--- src/rtl/mem_bus_arbiter_pkg.sv ---
// Shared definitions for the memory bus arbiter.
//   - Memory-access codes produced by the MEM stage (mem_code).
//   - Exception codes reported on mem_exc alongside mem_ready.
//   - Arbiter FSM state encoding.
// The CPU pipeline and the access coder use the same constants, so any
// change here must be mirrored on the producer side.
package mem_bus_arbiter_pkg;

    localparam logic [3:0] MC_LW   = 4'd0;
    localparam logic [3:0] MC_SW   = 4'd1;
    localparam logic [3:0] MC_LH   = 4'd2;
    localparam logic [3:0] MC_LB   = 4'd3;
    localparam logic [3:0] MC_LHU  = 4'd4;
    localparam logic [3:0] MC_LBU  = 4'd5;
    localparam logic [3:0] MC_SH   = 4'd6;
    localparam logic [3:0] MC_SB   = 4'd7;
    localparam logic [3:0] MC_NONE = 4'd8;

    localparam logic [1:0] EXC_OK   = 2'd0;
    localparam logic [1:0] EXC_ADEL = 2'd1;
    localparam logic [1:0] EXC_ADES = 2'd2;
    localparam logic [1:0] EXC_TMO  = 2'd3;

    typedef enum logic [2:0] {
        ST_IDLE   = 3'd0,
        ST_BUS_D  = 3'd1,
        ST_BUS_I  = 3'd2,
        ST_DONE_D = 3'd3,
        ST_DONE_I = 3'd4
    } state_t;

    // Codes 8..15 all mean "no data access this cycle".
    function automatic logic is_data_req(input logic [3:0] code);
        return (code <= MC_SB);
    endfunction

endpackage

--- src/rtl/mem_bus_arbiter_lane_unit.sv ---
// mem_lane_unit: combinational byte-lane logic for the data port.
// Ports:
//   code      in  4   memory-access code
//   addr_lo   in  2   low two bits of the byte address
//   wdata     in  32  right-justified store data
//   bus_word  in  32  word returned by the bus
//   be        out 4   byte enables (bit i = lane i, little-endian)
//   wdata_al  out 32  store data replicated onto the addressed lanes
//   misalign  out 1   access violates natural alignment
//   is_store  out 1   code is a store
//   load_val  out 32  selected and extended load result
module mem_lane_unit
    import mem_bus_arbiter_pkg::*;
(
    input  logic [3:0]  code,
    input  logic [1:0]  addr_lo,
    input  logic [31:0] wdata,
    input  logic [31:0] bus_word,
    output logic [3:0]  be,
    output logic [31:0] wdata_al,
    output logic        misalign,
    output logic        is_store,
    output logic [31:0] load_val
);

    function automatic logic [31:0] sext16(input logic signed [15:0] h);
        logic signed [31:0] r;
        r = h;
        return r;
    endfunction

    function automatic logic [31:0] sext8(input logic signed [7:0] b);
        logic signed [31:0] r;
        r = b;
        return r;
    endfunction

    logic [15:0] half_sel;
    logic [7:0]  byte_sel;

    always_comb begin
        half_sel = addr_lo[1] ? bus_word[31:16] : bus_word[15:0];
        case (addr_lo)
            2'd0:    byte_sel = bus_word[7:0];
            2'd1:    byte_sel = bus_word[15:8];
            2'd2:    byte_sel = bus_word[23:16];
            default: byte_sel = bus_word[31:24];
        endcase
    end

    always_comb begin
        be       = 4'b1111;
        wdata_al = 32'd0;
        misalign = 1'b0;
        is_store = 1'b0;
        load_val = bus_word;
        case (code)
            MC_LW: begin
                misalign = (addr_lo != 2'd0);
            end
            MC_SW: begin
                is_store = 1'b1;
                wdata_al = wdata;
                misalign = (addr_lo != 2'd0);
            end
            MC_LH: begin
                misalign = addr_lo[0];
                load_val = sext16(half_sel);
            end
            MC_LHU: begin
                misalign = addr_lo[0];
                load_val = {16'd0, half_sel};
            end
            MC_LB: begin
                load_val = sext8(byte_sel);
            end
            MC_LBU: begin
                load_val = {24'd0, byte_sel};
            end
            MC_SH: begin
                is_store = 1'b1;
                misalign = addr_lo[0];
                be       = addr_lo[1] ? 4'b1100 : 4'b0011;
                wdata_al = {2{wdata[15:0]}};
            end
            MC_SB: begin
                is_store = 1'b1;
                be       = 4'b0001 << addr_lo;
                wdata_al = {4{wdata[7:0]}};
            end
            default: begin
                be = 4'b1111;
            end
        endcase
    end

endmodule

--- src/rtl/mem_bus_arbiter.sv ---
// mem_bus_arbiter: shares one memory bus between the instruction-fetch
// port and the data port. Data requests take priority. Each transaction
// runs a req/ack handshake with a timeout; misaligned data accesses are
// rejected without touching the bus.
// Ports:
//   clk, reset (async, active-low)
//   if_req/if_addr            fetch request (level, held until if_ready)
//   if_rdata/if_ready         fetch result, one-cycle pulse
//   mem_code/mem_addr/mem_wdata  data request (code 0..7 = access)
//   mem_rdata/mem_ready/mem_exc  data result, one-cycle pulse
//   bus_req/bus_we/bus_addr/bus_be/bus_wdata  bus request side
//   bus_rdata/bus_ack         bus response side
module mem_bus_arbiter
    import mem_bus_arbiter_pkg::*;
#(
    parameter int TIMEOUT = 16,
    parameter int CNT_W   = 5
)
(
    input  logic        clk,
    input  logic        reset,
    input  logic        if_req,
    input  logic [31:0] if_addr,
    output logic [31:0] if_rdata,
    output logic        if_ready,
    input  logic [3:0]  mem_code,
    input  logic [31:0] mem_addr,
    input  logic [31:0] mem_wdata,
    output logic [31:0] mem_rdata,
    output logic        mem_ready,
    output logic [1:0]  mem_exc,
    output logic        bus_req,
    output logic        bus_we,
    output logic [31:0] bus_addr,
    output logic [3:0]  bus_be,
    output logic [31:0] bus_wdata,
    input  logic [31:0] bus_rdata,
    input  logic        bus_ack
);

    localparam logic [CNT_W-1:0] CNT_LAST = CNT_W'(TIMEOUT - 1);

    state_t            state_q, state_d;
    logic [CNT_W-1:0]  cnt_q, cnt_d;
    logic [31:0]       addr_q, addr_d;
    logic              we_q, we_d;
    logic [3:0]        be_q, be_d;
    logic [31:0]       wdata_q, wdata_d;
    logic [3:0]        code_q, code_d;
    logic [31:0]       rdata_q, rdata_d;
    logic [1:0]        exc_q, exc_d;

    logic              in_idle;
    logic              in_bus;
    logic              data_pending;
    logic [3:0]        lane_code;
    logic [1:0]        lane_alo;
    logic [3:0]        lane_be;
    logic [31:0]       lane_wdata;
    logic              lane_misalign;
    logic              lane_is_store;
    logic [31:0]       lane_load;

    assign in_idle      = (state_q == ST_IDLE);
    assign in_bus       = (state_q == ST_BUS_D) || (state_q == ST_BUS_I);
    assign data_pending = is_data_req(mem_code);

    // One lane unit serves both phases: in IDLE it decodes the live request
    // (enables, store alignment, misalign check); during BUS_D it extends
    // the returning word using the latched code and address.
    assign lane_code = in_idle ? mem_code      : code_q;
    assign lane_alo  = in_idle ? mem_addr[1:0] : addr_q[1:0];

    mem_lane_unit u_lane (
        .code     (lane_code),
        .addr_lo  (lane_alo),
        .wdata    (mem_wdata),
        .bus_word (bus_rdata),
        .be       (lane_be),
        .wdata_al (lane_wdata),
        .misalign (lane_misalign),
        .is_store (lane_is_store),
        .load_val (lane_load)
    );

    // State register and timeout counter
    always_ff @(posedge clk or negedge reset) begin
        if (!reset) begin
            state_q <= ST_IDLE;
            cnt_q   <= '0;
        end else begin
            state_q <= state_d;
            cnt_q   <= cnt_d;
        end
    end

    // Next-state logic
    always_comb begin
        state_d = state_q;
        case (state_q)
            ST_IDLE: begin
                if (data_pending) begin
                    state_d = lane_misalign ? ST_DONE_D : ST_BUS_D;
                end else if (if_req) begin
                    state_d = ST_BUS_I;
                end
            end
            ST_BUS_D: begin
                if (bus_ack || (cnt_q == CNT_LAST)) begin
                    state_d = ST_DONE_D;
                end
            end
            ST_BUS_I: begin
                if (bus_ack || (cnt_q == CNT_LAST)) begin
                    state_d = ST_DONE_I;
                end
            end
            default: state_d = ST_IDLE;
        endcase
    end

    // Counter and transaction registers
    always_comb begin
        cnt_d   = '0;
        addr_d  = addr_q;
        we_d    = we_q;
        be_d    = be_q;
        wdata_d = wdata_q;
        code_d  = code_q;
        rdata_d = rdata_q;
        exc_d   = exc_q;
        case (state_q)
            ST_IDLE: begin
                if (data_pending) begin
                    addr_d  = mem_addr;
                    code_d  = mem_code;
                    rdata_d = 32'd0;
                    if (lane_misalign) begin
                        exc_d = lane_is_store ? EXC_ADES : EXC_ADEL;
                    end else begin
                        exc_d   = EXC_OK;
                        we_d    = lane_is_store;
                        be_d    = lane_be;
                        wdata_d = lane_wdata;
                    end
                end else if (if_req) begin
                    addr_d  = if_addr;
                    code_d  = MC_LW;
                    we_d    = 1'b0;
                    be_d    = 4'b1111;
                    wdata_d = 32'd0;
                    rdata_d = 32'd0;
                    exc_d   = EXC_OK;
                end
            end
            ST_BUS_D, ST_BUS_I: begin
                cnt_d = cnt_q + 1'b1;
                if (bus_ack) begin
                    if (state_q == ST_BUS_I) begin
                        rdata_d = bus_rdata;
                    end else begin
                        rdata_d = we_q ? 32'd0 : lane_load;
                    end
                end else if (cnt_q == CNT_LAST) begin
                    rdata_d = 32'd0;
                    exc_d   = EXC_TMO;
                end
            end
            default: ;
        endcase
    end

    always_ff @(posedge clk) begin
        addr_q  <= addr_d;
        we_q    <= we_d;
        be_q    <= be_d;
        wdata_q <= wdata_d;
        code_q  <= code_d;
        rdata_q <= rdata_d;
        exc_q   <= exc_d;
    end

    // Outputs: derived from state so reset clears them immediately
    always_comb begin
        bus_req   = in_bus;
        bus_we    = in_bus ? we_q : 1'b0;
        bus_addr  = in_bus ? {addr_q[31:2], 2'b00} : 32'd0;
        bus_be    = in_bus ? be_q : 4'b0000;
        bus_wdata = (in_bus && we_q) ? wdata_q : 32'd0;
        mem_ready = (state_q == ST_DONE_D);
        mem_rdata = mem_ready ? rdata_q : 32'd0;
        mem_exc   = mem_ready ? exc_q : EXC_OK;
        if_ready  = (state_q == ST_DONE_I);
        if_rdata  = if_ready ? rdata_q : 32'd0;
    end

endmodule

--- config.mk ---
export PLATFORM = sky130hd
export DESIGN_NAME = mem_bus_arbiter
export DESIGN_NICKNAME = d
export VERILOG_FILES = /design/src/rtl/mem_bus_arbiter_pkg.sv /design/src/rtl/mem_bus_arbiter_lane_unit.sv /design/src/rtl/mem_bus_arbiter.sv
export SDC_FILE = /design/constraint.sdc
export NUM_CORES = 1
export LEC_CHECK = 0
export BUFFER_PORTS_ARGS = -buffer_cell sky130_fd_sc_hd__buf_2
export CAP_MARGIN = 20
export CELL_PAD_IN_SITES_DETAIL_PLACEMENT = 1
export CELL_PAD_IN_SITES_GLOBAL_PLACEMENT = 2
export CORE_UTILIZATION = 28
export CTS_CLUSTER_SIZE = 28
export DETAILED_ROUTE_END_ITERATION = 6
export PLACE_DENSITY = 0.78
export RECOVER_POWER = 100
export SKIP_LAST_GASP = 1
export SLEW_MARGIN = 20
export SYNTH_ARGS = -nofsm -noshare
export SYNTH_HDL_FRONTEND = slang
export SYNTH_HIERARCHICAL = 1
export SYNTH_SLANG_ARGS = --single-unit
--- constraint.sdc ---
create_clock -name clk -period 7.15 [get_ports clk]
set_input_delay 0 -clock clk [delete_from_list [all_inputs] [get_ports clk]]
set_output_delay 0 -clock clk [all_outputs]
set_load 0.02 [all_outputs]
* Yosys cells after proc, flatten, opt, wreduce, memory -nomap -nowiden *
Index checks and enable logic that the tools add are counted.

word-level totals
  register bits = 115
  input port bits = 136
  output and inout port bits = 138
  logic and storage cells = 101

operators by class
  add/sub/neg operators = 1
  magnitude comparators = 1
  equal/unequal tests = 21
  shifts and indexed selects = 1
  multiplexer cells = 50
  reductions and logical operators = 18

operators with widths
  cell                 count
  $mux 32              14
  $pmux 32 s4          1
  $pmux 32 s3          1
  $pmux 32 s2          1
  $mux 4               8
  $pmux 8 s3           1
  $mux 2               9
  $eq 4x3->1 const B   4
  $mux 16              1
  $mux 3               4
  $pmux 3 s3           1
  $reduce_and 3->1     3
  $eq 4x2->1 const B   2
  $pmux 4 s2           1
  $eq 3x2->1 const B   2
  $ne 2x2->1 const B   3
  $reduce_bool 2->1    3
  $reduce_or 3->1      2
  $add 5x1->5 const B  1
  $eq 5x4->1 const B   1
  $mux 1               5
  $mux 5               1
  $eq 4x1->1 const B   1
  $le 4x3->1 const B   1
  other kinds (18)     21

* Longest topological paths before layout *
Gate-level depths: netlist of the first run.

  depth after elaboration = 9
  gate-level depth with buffers = 11
  mapped depth without buffers = 7

* By module *
The synthesis of the first run kept the hierarchy.

modules (own cells, without submodules)
  module           times used  cells each  area an instance (um2)
  mem_bus_arbiter  1           513         6125.9
  mem_lane_unit    1           190         1382.6

* Least setup slack after synthesis of the first run *
OpenSTA, ideal clock, no wires.

  kind = register to register
  start point = reg cnt_q[0]
  end point = reg rdata_q[0] (enable)
  library setup time = 0.594 ns
  arrival = 6.020 ns
  path slack = 0.536 ns
  cell stages (with the launch flop) = 6
  buffers on the path = 0
  period minus slack after synthesis = 6.614 ns
  path through = dfrtp_1 ha_1 and3_1 ha_1 nor4_1 a2111oi_0

between the ends
  cells in the longest elaborated chain, start to end = 3

ends and longest elaborated chain
  item                        line                    RTL
  start, declared             mem_bus_arbiter.sv:44   logic [CNT_W-1:0] cnt_q, cnt_d;
  start signal, assigned      mem_bus_arbiter.sv:93   cnt_q <= cnt_d;
  $eq 5x4->1                  mem_bus_arbiter.sv:164  end else if (cnt_q == CNT_LAST) begin
  $ne 3x3->1 (no line)        -
  $reduce_and 3->1 (no line)  -
  end signal, assigned        mem_bus_arbiter.sv:179  rdata_q <= rdata_d;
  end, declared               mem_bus_arbiter.sv:50   logic [31:0] rdata_q, rdata_d;

No other way between the ends.
A chain may end at the register's enable or synchronous reset.

* Worst setup path after layout of the first run *
  start point = reg state_q[2]
  end point = reg rdata_q[10] (data pin)

RTL lines
  item                                             line                             RTL
  start, declared                                  mem_bus_arbiter.sv:43            state_t state_q, state_d;
  start signal, assigned                           mem_bus_arbiter.sv:92            state_q <= state_d;
  $logic_not 3->1 *                                mem_bus_arbiter.sv:64            assign in_idle = (state_q == ST_IDLE);
  $mux 4 *                                         mem_bus_arbiter.sv:71            assign lane_code = in_idle ? mem_code : code_q;
  via lane_code[3]                                 mem_bus_arbiter.sv:56            logic [3:0] lane_code;
  $eq 4x3->1 / $eq 4x2->1 (equally long branches)  mem_bus_arbiter_lane_unit.sv:57  case (code)
  $pmux 32 s4 *                                    mem_bus_arbiter_lane_unit.sv:57
  via lane_load[10]                                mem_bus_arbiter.sv:62            logic [31:0] lane_load;
  $mux 32 *                                        mem_bus_arbiter.sv:162           rdata_d = we_q ? 32'd0 : lane_load;
  $mux 32 *                                        mem_bus_arbiter.sv:159           if (state_q == ST_BUS_I) begin
  $mux 32 *                                        mem_bus_arbiter.sv:158           if (bus_ack) begin
  $pmux 32 s2 *                                    mem_bus_arbiter.sv:132           case (state_q)

The timed path passes the listed nets; every way through them passes the cells marked *.

==> implementation parameters, run 1 <==
Parameter                              Value

Outcome
  Outcome ... complete, but fails checks
  Failing checks ... DRC, capacitance limit, slew limit

STA
  Max-slew violation count ... 224
  Setup WS post-layout ... 2630 ps
  Unrepaired setup endpoints after global routing ... false
  Sum Neg Setup Slack ... 0 ps
  Final setup violating endpoints ... 0
  Skew final ... 12.8 ps
  Worst Hold Margin ... 21.3 ps
  Final period util ... 0.632
  Worst-Margin Slew ... 2550 ps
  Max Clk Rate ... 0.221 GHz
  Worst-case headroom to the max-slew limit ... -0.699
  Final count of hold timing violations ... 0
  Final period demand of the worst path ... 4520 ps

Worst setup path
  Crit. End Element ... flip-flop
  Path type of the worst setup path ... flip-flop to flip-flop
  Max incr delay on CP ... 980 ps
  Cell-by-cell trace of the critical path ... nor3_1 -> mux2_1 -> nor3b_1 -> nand3_1 -> o311ai_0 -> nand3b_1 -> a21oi_2
  Launch instance of the worst register-to-register path ... state_q[2]
  Crit Reg-Reg Endpoint ... rdata_q[10]
  Reg-to-reg slack, setup ... 2630 ps
  Highest fanout seen on the critical path ... 47
  Endpoint required time on the critical path ... 7420 ps
  Critical Path Start Type ... flip-flop
  R2R cell count ... 7
  Library cell contributing the largest single delay on the critical path ... sky130_fd_sc_hd__mux2_1
  Worst endpoint data arrival time ... 4790 ps

Synth
  Flop and latch count out of synthesis ... 115
  Post-synthesis sequential area ratio ... 0.455
  Number of distinct library cells after synthesis ... 57
  Post-Synthesis Cells ... 703
  Total standard cell area after synthesis ... 7510 um^2
  Mean instance size in the synthesized netlist ... 10.7 um^2
  Number of flops mapped to enable cells by yosys ... 107
  Proportion of register bits with asynchronous set or reset after synthesis ... 0.0696
  YS warnings ... 6
  Most common flop cell mapped by yosys ... sky130_fd_sc_hd__edfxtp_1

Floorplanning
  Total core area ... 26200 um^2
  Starting Density ... 0.287
  Die Footprint ... 27500 um^2
  Die height ... 166 um
  Row count ... 59
  I/O pin count ... 274
  Width of the chip ... 166 um

Global routing
  Maximum number of pins on one net before global-route repair ... 79
  Number of antenna violations at the first check in global routing ... 3
  Global-route wire length before repair ... 41200 um
  Total global routing track utilization ... 0.192
  Number of global-route vias before repair ... 7097
  Total overflow reported by the global router ... 0

Finish
  Post-Layout Inst Area ... 10400 um^2
  Final core area utilization ... 0.399
  Layout Cells excl Fill ... 1386
  Number of fillers in the final layout ... 3012
  Area grow syn2layout ... 39.1%
  Layout cells sized above 1 ... 0.310
  Nets ... 1175

Placed design
  Cell area after placement ... 8980 um^2
  Number of I/O port buffers ... 271
  DP Wirelength ... 17200 um
  Worst Setup Slack post-DPL ... 3360 ps
  Number of instances in the placed design ... 1249
  RePlAce Congestion ... 0.786

Power and ir drop
  Power density normalized to cell area ... 405 nW/um^2
  Maximum vdd drop ... 224 uV
  Power consumption ... 4.23 mW
  Static leakage ... 4.19 nW

CTS
  Cts repair resizes ... 0
  Clock root buffer master ... sky130_fd_sc_hd__clkbuf_16
  Clk buf depth ... 2
  Insertion delay to the later sink of the worst-skew pair ... 420 ps
  Hold-fix buffers at CTS ... 103
  Post-CTS setup buffer count ... 0
  Number of clock buffers inserted by TritonCTS ... 17
  Total number of H-tree levels ... 4
  CTS tree ... yes
  Clock transition at the registers of the reported paths ... 60 ps
  TritonCTS Sinks ... 115

Min path
  Endpoint of the worst hold path ... rdata_q[16]
  Min-delay worst type ... input port to flip-flop
  Launch instance of the worst min-delay path ... bus_rdata[16]
  Hold Path Depth ... 3

Route
  Antenna violation net count after detailed routing ... 0
  Via total after detailed routing ... 6756
  Via-to-Cell Ratio ... 4.87
  Drt first pass iters ... 6
  Drt first-iter violations ... 368
  Average wire per cell in the routed design ... 19.0 um
  Total wirelength of the detailed-routed design ... 26400 um
  DRC errors left ... 10

Flow run
  Max-Cap Viols ... 5
[report_power, final]
group / leakage, nW / switching, mW / internal, mW / total [mW]
registers: 1.14 / 0.115 / 1.09 / 1.20
logic: 2.79 / 1.46 / 0.716 / 2.17
clock network: 0.264 / 0.338 / 0.514 / 0.852
[cells by family (layout without fill, tap and decap cells)]
group	Yosys count	in the layout	synth area share
compound gates	109	109	0.109
xor+xnor	5	5	0.00683
fa+ha+maj	2	2	0.00333
buf+inv	80	425	0.0592
flops	115	115	0.455
mux	61	61	0.105
other cells	1	4	0.000499
simple gates	330	330	0.261
[registers in the layout, indices dropped and copies added, names as in the netlist]
register	cells
addr_q	32
cnt_q	5
wdata_q	32
state_q	3
code_q	4
rdata_q	32
exc_q	2
we_q	1
be_q	4
[final cells by class]
type	count	area, um^2	share of cell area
Multi-Input combinational cell	510	3630	0.347
Sequential cell	115	3410	0.327
Timing Repair Buffer	384	2360	0.226
Clock buffer	17	425	0.0407
Tap cell	335	419	0.0401
Clock inverter	15	156	0.0150
Inverter	9	35.0	0.00335
Antenna cell	1	2.50	0.000240
[routing by layer]
| layer | wire, um | share of wire | vias up | GRT usage |
|---|---|---|---|---|
| met4 | 544 | 0.021 | 4 | 0.0744 |
| li1 | - | - | 3199 | - |
| met1 | 11400 | 0.43 | 3284 | 0.237 |
| met5 | 25 | 0.00095 | - | 0 |
| met2 | 12900 | 0.49 | 232 | 0.321 |
| met3 | 1470 | 0.056 | 37 | 0.0477 |
[critical path, delay by kind of cell, from the launching register on]
family	cells	cell delay [ps]
mux	1	980
compound gates	2	550
flops	1	500
simple gates	4	2330
[cell usage after synthesis, types with 6 or more instances]
cell                         n  share of area
sky130_fd_sc_hd__a21oi_2    30          0.035
sky130_fd_sc_hd__a22o_1     15          0.017
sky130_fd_sc_hd__a22oi_1     7         0.0070
sky130_fd_sc_hd__and2_1    114          0.095
sky130_fd_sc_hd__and3_1     33          0.027
sky130_fd_sc_hd__buf_2      20          0.013
sky130_fd_sc_hd__buf_4       7         0.0070
sky130_fd_sc_hd__buf_6      10          0.015
sky130_fd_sc_hd__clkbuf_1   32          0.016
sky130_fd_sc_hd__dfrtp_1     8          0.027
sky130_fd_sc_hd__edfxtp_1  107           0.43
sky130_fd_sc_hd__inv_1       8         0.0040
sky130_fd_sc_hd__mux2_2     47          0.070
sky130_fd_sc_hd__mux2i_1     6         0.0080
sky130_fd_sc_hd__nand2_1    42          0.021
sky130_fd_sc_hd__nand3_1    21          0.014
sky130_fd_sc_hd__nand3b_1   32          0.032
sky130_fd_sc_hd__nor2_1     20          0.010
sky130_fd_sc_hd__nor2b_1    35          0.029
sky130_fd_sc_hd__o21ai_0    30          0.020
sky130_fd_sc_hd__or4_1       7         0.0070
[placed cells by master (no fill, tap or decap), drive strengths merged, types with 3 or more instances in the layout]
master | Yosys | layout
o221a | 7 | 7
nor2 | 21 | 21
nand4 | 4 | 4
o21ai | 30 | 30
nand3 | 21 | 21
nor3 | 3 | 3
clkinv | 0 | 4
conb | 1 | 3
nor2b | 35 | 35
clkbuf | 33 | 90
a21oi | 35 | 35
mux2i | 6 | 6
nor3b | 4 | 4
clkinvlp | 0 | 7
or4 | 7 | 7
mux4 | 8 | 8
a22oi | 7 | 7
and2 | 114 | 114
a22o | 15 | 15
o311ai | 5 | 5
dfrtp | 8 | 8
and3 | 33 | 33
inv | 9 | 11
xnor2 | 3 | 3
mux2 | 47 | 47
nand3b | 32 | 32
nand2 | 42 | 42
edfxtp | 107 | 107
buf | 38 | 208
or2 | 5 | 5
dlygate4sd3 | 0 | 103
[worst max path at each step]
| stage | startpoint | slack [ps] | to |
|---|---|---|---|
| 2_1_floorplan | cnt_q[0] | 540 | rdata_q[0] |
| 3_3_place_gp | state_q[0] | 3470 | rdata_q[9] |
| 3_5_place_dp | state_q[0] | 3360 | rdata_q[10] |
| 4_1_cts | state_q[0] | 3320 | rdata_q[10] |
| 5_1_grt | state_q[2] | 2190 | rdata_q[12] |
| 6_report | state_q[2] | 2630 | rdata_q[10] |
No activity file was read; power rests on OpenSTA's default activity.
==> run 2, diff against run 1 <==
--- a/config.mk
+++ b/config.mk
@@ -9,10 +9,10 @@
 export CAP_MARGIN = 20
 export CELL_PAD_IN_SITES_DETAIL_PLACEMENT = 1
 export CELL_PAD_IN_SITES_GLOBAL_PLACEMENT = 2
-export CORE_UTILIZATION = 28
+export CORE_UTILIZATION = 31
 export CTS_CLUSTER_SIZE = 28
 export DETAILED_ROUTE_END_ITERATION = 6
-export PLACE_DENSITY = 0.78
+export PLACE_DENSITY = 0.82
 export RECOVER_POWER = 100
 export SKIP_LAST_GASP = 1
 export SLEW_MARGIN = 20
==> constraint.sdc (replaced) <==
create_clock -name clk -period 4.45 [get_ports clk]
set_input_delay 0 -clock clk [delete_from_list [all_inputs] [get_ports clk]]
set_output_delay 0 -clock clk [all_outputs]
set_load 0.02 [all_outputs]
==> implementation parameters, run 2 (synthesis results as in run 1) <==
Parameter                              Value

Outcome
  Outcome ... complete, but fails checks
  Failing checks ... capacitance limit, slew limit

CTS
  Total number of H-tree levels ... 4
  CTS tree ... yes
  Clock root buffer master ... sky130_fd_sc_hd__clkbuf_16
  Insertion delay to the later sink of the worst-skew pair ... 430 ps
  Number of clock buffers inserted by TritonCTS ... 17
  TritonCTS Sinks ... 115
  Post-CTS setup buffer count ... 0
  Clk buf depth ... 2
  Clock transition at the registers of the reported paths ... 60 ps

Worst setup path
  Library cell contributing the largest single delay on the critical path ... sky130_fd_sc_hd__nor3_1
  Endpoint required time on the critical path ... 4710 ps
  Highest fanout seen on the critical path ... 25
  R2R cell count ... 7
  Path type of the worst setup path ... flip-flop to flip-flop
  Max incr delay on CP ... 770 ps
  Reg-to-reg slack, setup ... 600 ps
  Cell-by-cell trace of the critical path ... nor3_2 -> mux2_1 -> clkbuf_1 -> nor3_1 -> o221a_2 -> nand3b_1 -> a21oi_2
  Crit Reg-Reg Endpoint ... rdata_q[2]
  Launch instance of the worst register-to-register path ... state_q[2]
  Worst endpoint data arrival time ... 4110 ps
  Crit. End Element ... flip-flop
  Critical Path Start Type ... flip-flop

Route
  Drt first pass iters ... 4
  Detailed-routed wire length on met2 ... 12700 um
  Total wirelength of the detailed-routed design ... 25700 um
  DRC errors left ... 0
  Via total after detailed routing ... 6757
  Sum of met3 wire segment lengths after detailed routing ... 1930 um
  Uppermost layer routed ... met4
  Drt first-iter violations ... 393
  Via-to-Cell Ratio ... 4.92
  Met1 Wirelength ... 10700 um
  Average wire per cell in the routed design ... 18.7 um
  Antenna violation net count after detailed routing ... 0

Finish
  Sequential cell area in the final layout ... 3410 um^2
  Number of fillers in the final layout ... 2739
  Most common library cell in the layout ignoring fill and taps ... sky130_fd_sc_hd__buf_2
  Layout cells sized above 1 ... 0.295
  Final core area utilization ... 0.443
  Top library cells by usage in the layout, fill and taps aside ... sky130_fd_sc_hd__buf_2 (188), sky130_fd_sc_hd__edfxtp_1 (107), sky130_fd_sc_hd__dlygate4sd3_1 (106)
  Multi-input gate area in the final layout ... 3640 um^2
  Layout Cells excl Fill ... 1372
  Nets ... 1177
  Registers with the most flip-flops ... addr_q x32, rdata_q x32, wdata_q x32
  Area grow syn2layout ... 39.3%

Power and ir drop
  Power density normalized to cell area ... 647 nW/um^2
  Static leakage ... 4.19 nW
  Maximum vdd drop ... 339 uV

Min path
  Launch instance of the worst min-delay path ... bus_rdata[22]
  Endpoint of the worst hold path ... rdata_q[22]
  Min-delay worst type ... input port to flip-flop
  Hold Path Depth ... 3

Placed design
  DP Wirelength ... 16700 um
  RePlAce Congestion ... 0.795
  Number of instances in the placed design ... 1233
  Number of I/O port buffers ... 271

STA
  Worst-case headroom to the max-slew limit ... -0.744
  Max Clk Rate ... 0.260 GHz
  Worst Hold Margin ... 17.8 ps
  Final period util ... 0.865
  Final period demand of the worst path ... 3850 ps
  Final setup violating endpoints ... 0
  Max-slew violation count ... 71
  Unrepaired setup endpoints after global routing ... false
  Skew final ... 15.4 ps
  Worst-Margin Slew ... 2610 ps
  Sum Neg Setup Slack ... 0 ps
  Final count of hold timing violations ... 0

Floorplanning
  Row count ... 56
  Total core area ... 23600 um^2
  Starting Density ... 0.318
  Width of the chip ... 158 um
  Die Footprint ... 24800 um^2
  I/O pin count ... 274
  Die height ... 158 um

Global routing
  Maximum number of pins on one net before global-route repair ... 78
  Total overflow reported by the global router ... 0
  Total global routing track utilization ... 0.209
  Number of global-route vias before repair ... 7079
  Number of antenna violations at the first check in global routing ... 1
  Global-route wire length before repair ... 39300 um

Flow run
  Max-Cap Viols ... 2
[run 2: power by group]
| part | internal, mW | switching [mW] | total (mW) |
|---|---|---|---|
| sequential | 1.75 | 0.164 | 1.91 |
| combinational | 1.14 | 2.31 | 3.45 |
| clock | 0.843 | 0.563 | 1.41 |
[run 2: layout make-up]
| class | instances | share of cell area |
|---|---|---|
| clock buffer | 18 | 0.0410 |
| tap | 319 | 0.0382 |
| inverter | 9 | 0.00371 |
| clock inverter | 14 | 0.0158 |
| antenna | 1 | 0.000239 |
| sequential | 115 | 0.326 |
| multi-input combinational | 510 | 0.348 |
| timing repair buffer | 386 | 0.227 |
[run 2: what timing repair did]
item,in CTS,in global routing
hold buffers,106,0
resized for setup,0,0
hold endpoints to repair,81,0
[run 2: worst max-delay path, delay by kind of cell, from the launching register on]
family,cells,cell delay (ps)
DFF,1,520
buffers and inverters,1,500
and+or+nand+nor,3,1410
muxes,1,710
AOI/OAI and AO/OA,2,530
[run 2: metrics by stage]
| stage | cell area [um^2] | worst slack (ps) | power [mW] |
|---|---|---|---|
| finish | 10500 | 601 | 6.77 |
| global route | 10500 | 338 | 7.20 |
| CTS | 10600 | 812 | 6.94 |
| detailed placement | 8970 | 836 | 5.41 |
| global placement | 8970 | 959 | 5.37 |
| floorplan | 7520 | 948 | 4.51 |
[run 2: metal layers]
layer | track usage | vias to the layer above
met5 | 0 | -
li1 | - | 3201
met4 | 0.0624 | 0
met1 | 0.245 | 3259
met3 | 0.0556 | 25
met2 | 0.370 | 272
[run 2: worst max path at each step]
stage | from | to | slack, ps
after floorplan | state_q[2] | be_q[0] | 950
after global placement | state_q[0] | wdata_q[13] | 960
after detailed placement | state_q[0] | wdata_q[2] | 840
after CTS | state_q[0] | be_q[1] | 810
after global routing | state_q[2] | rdata_q[2] | 340
final | state_q[2] | rdata_q[2] | 600
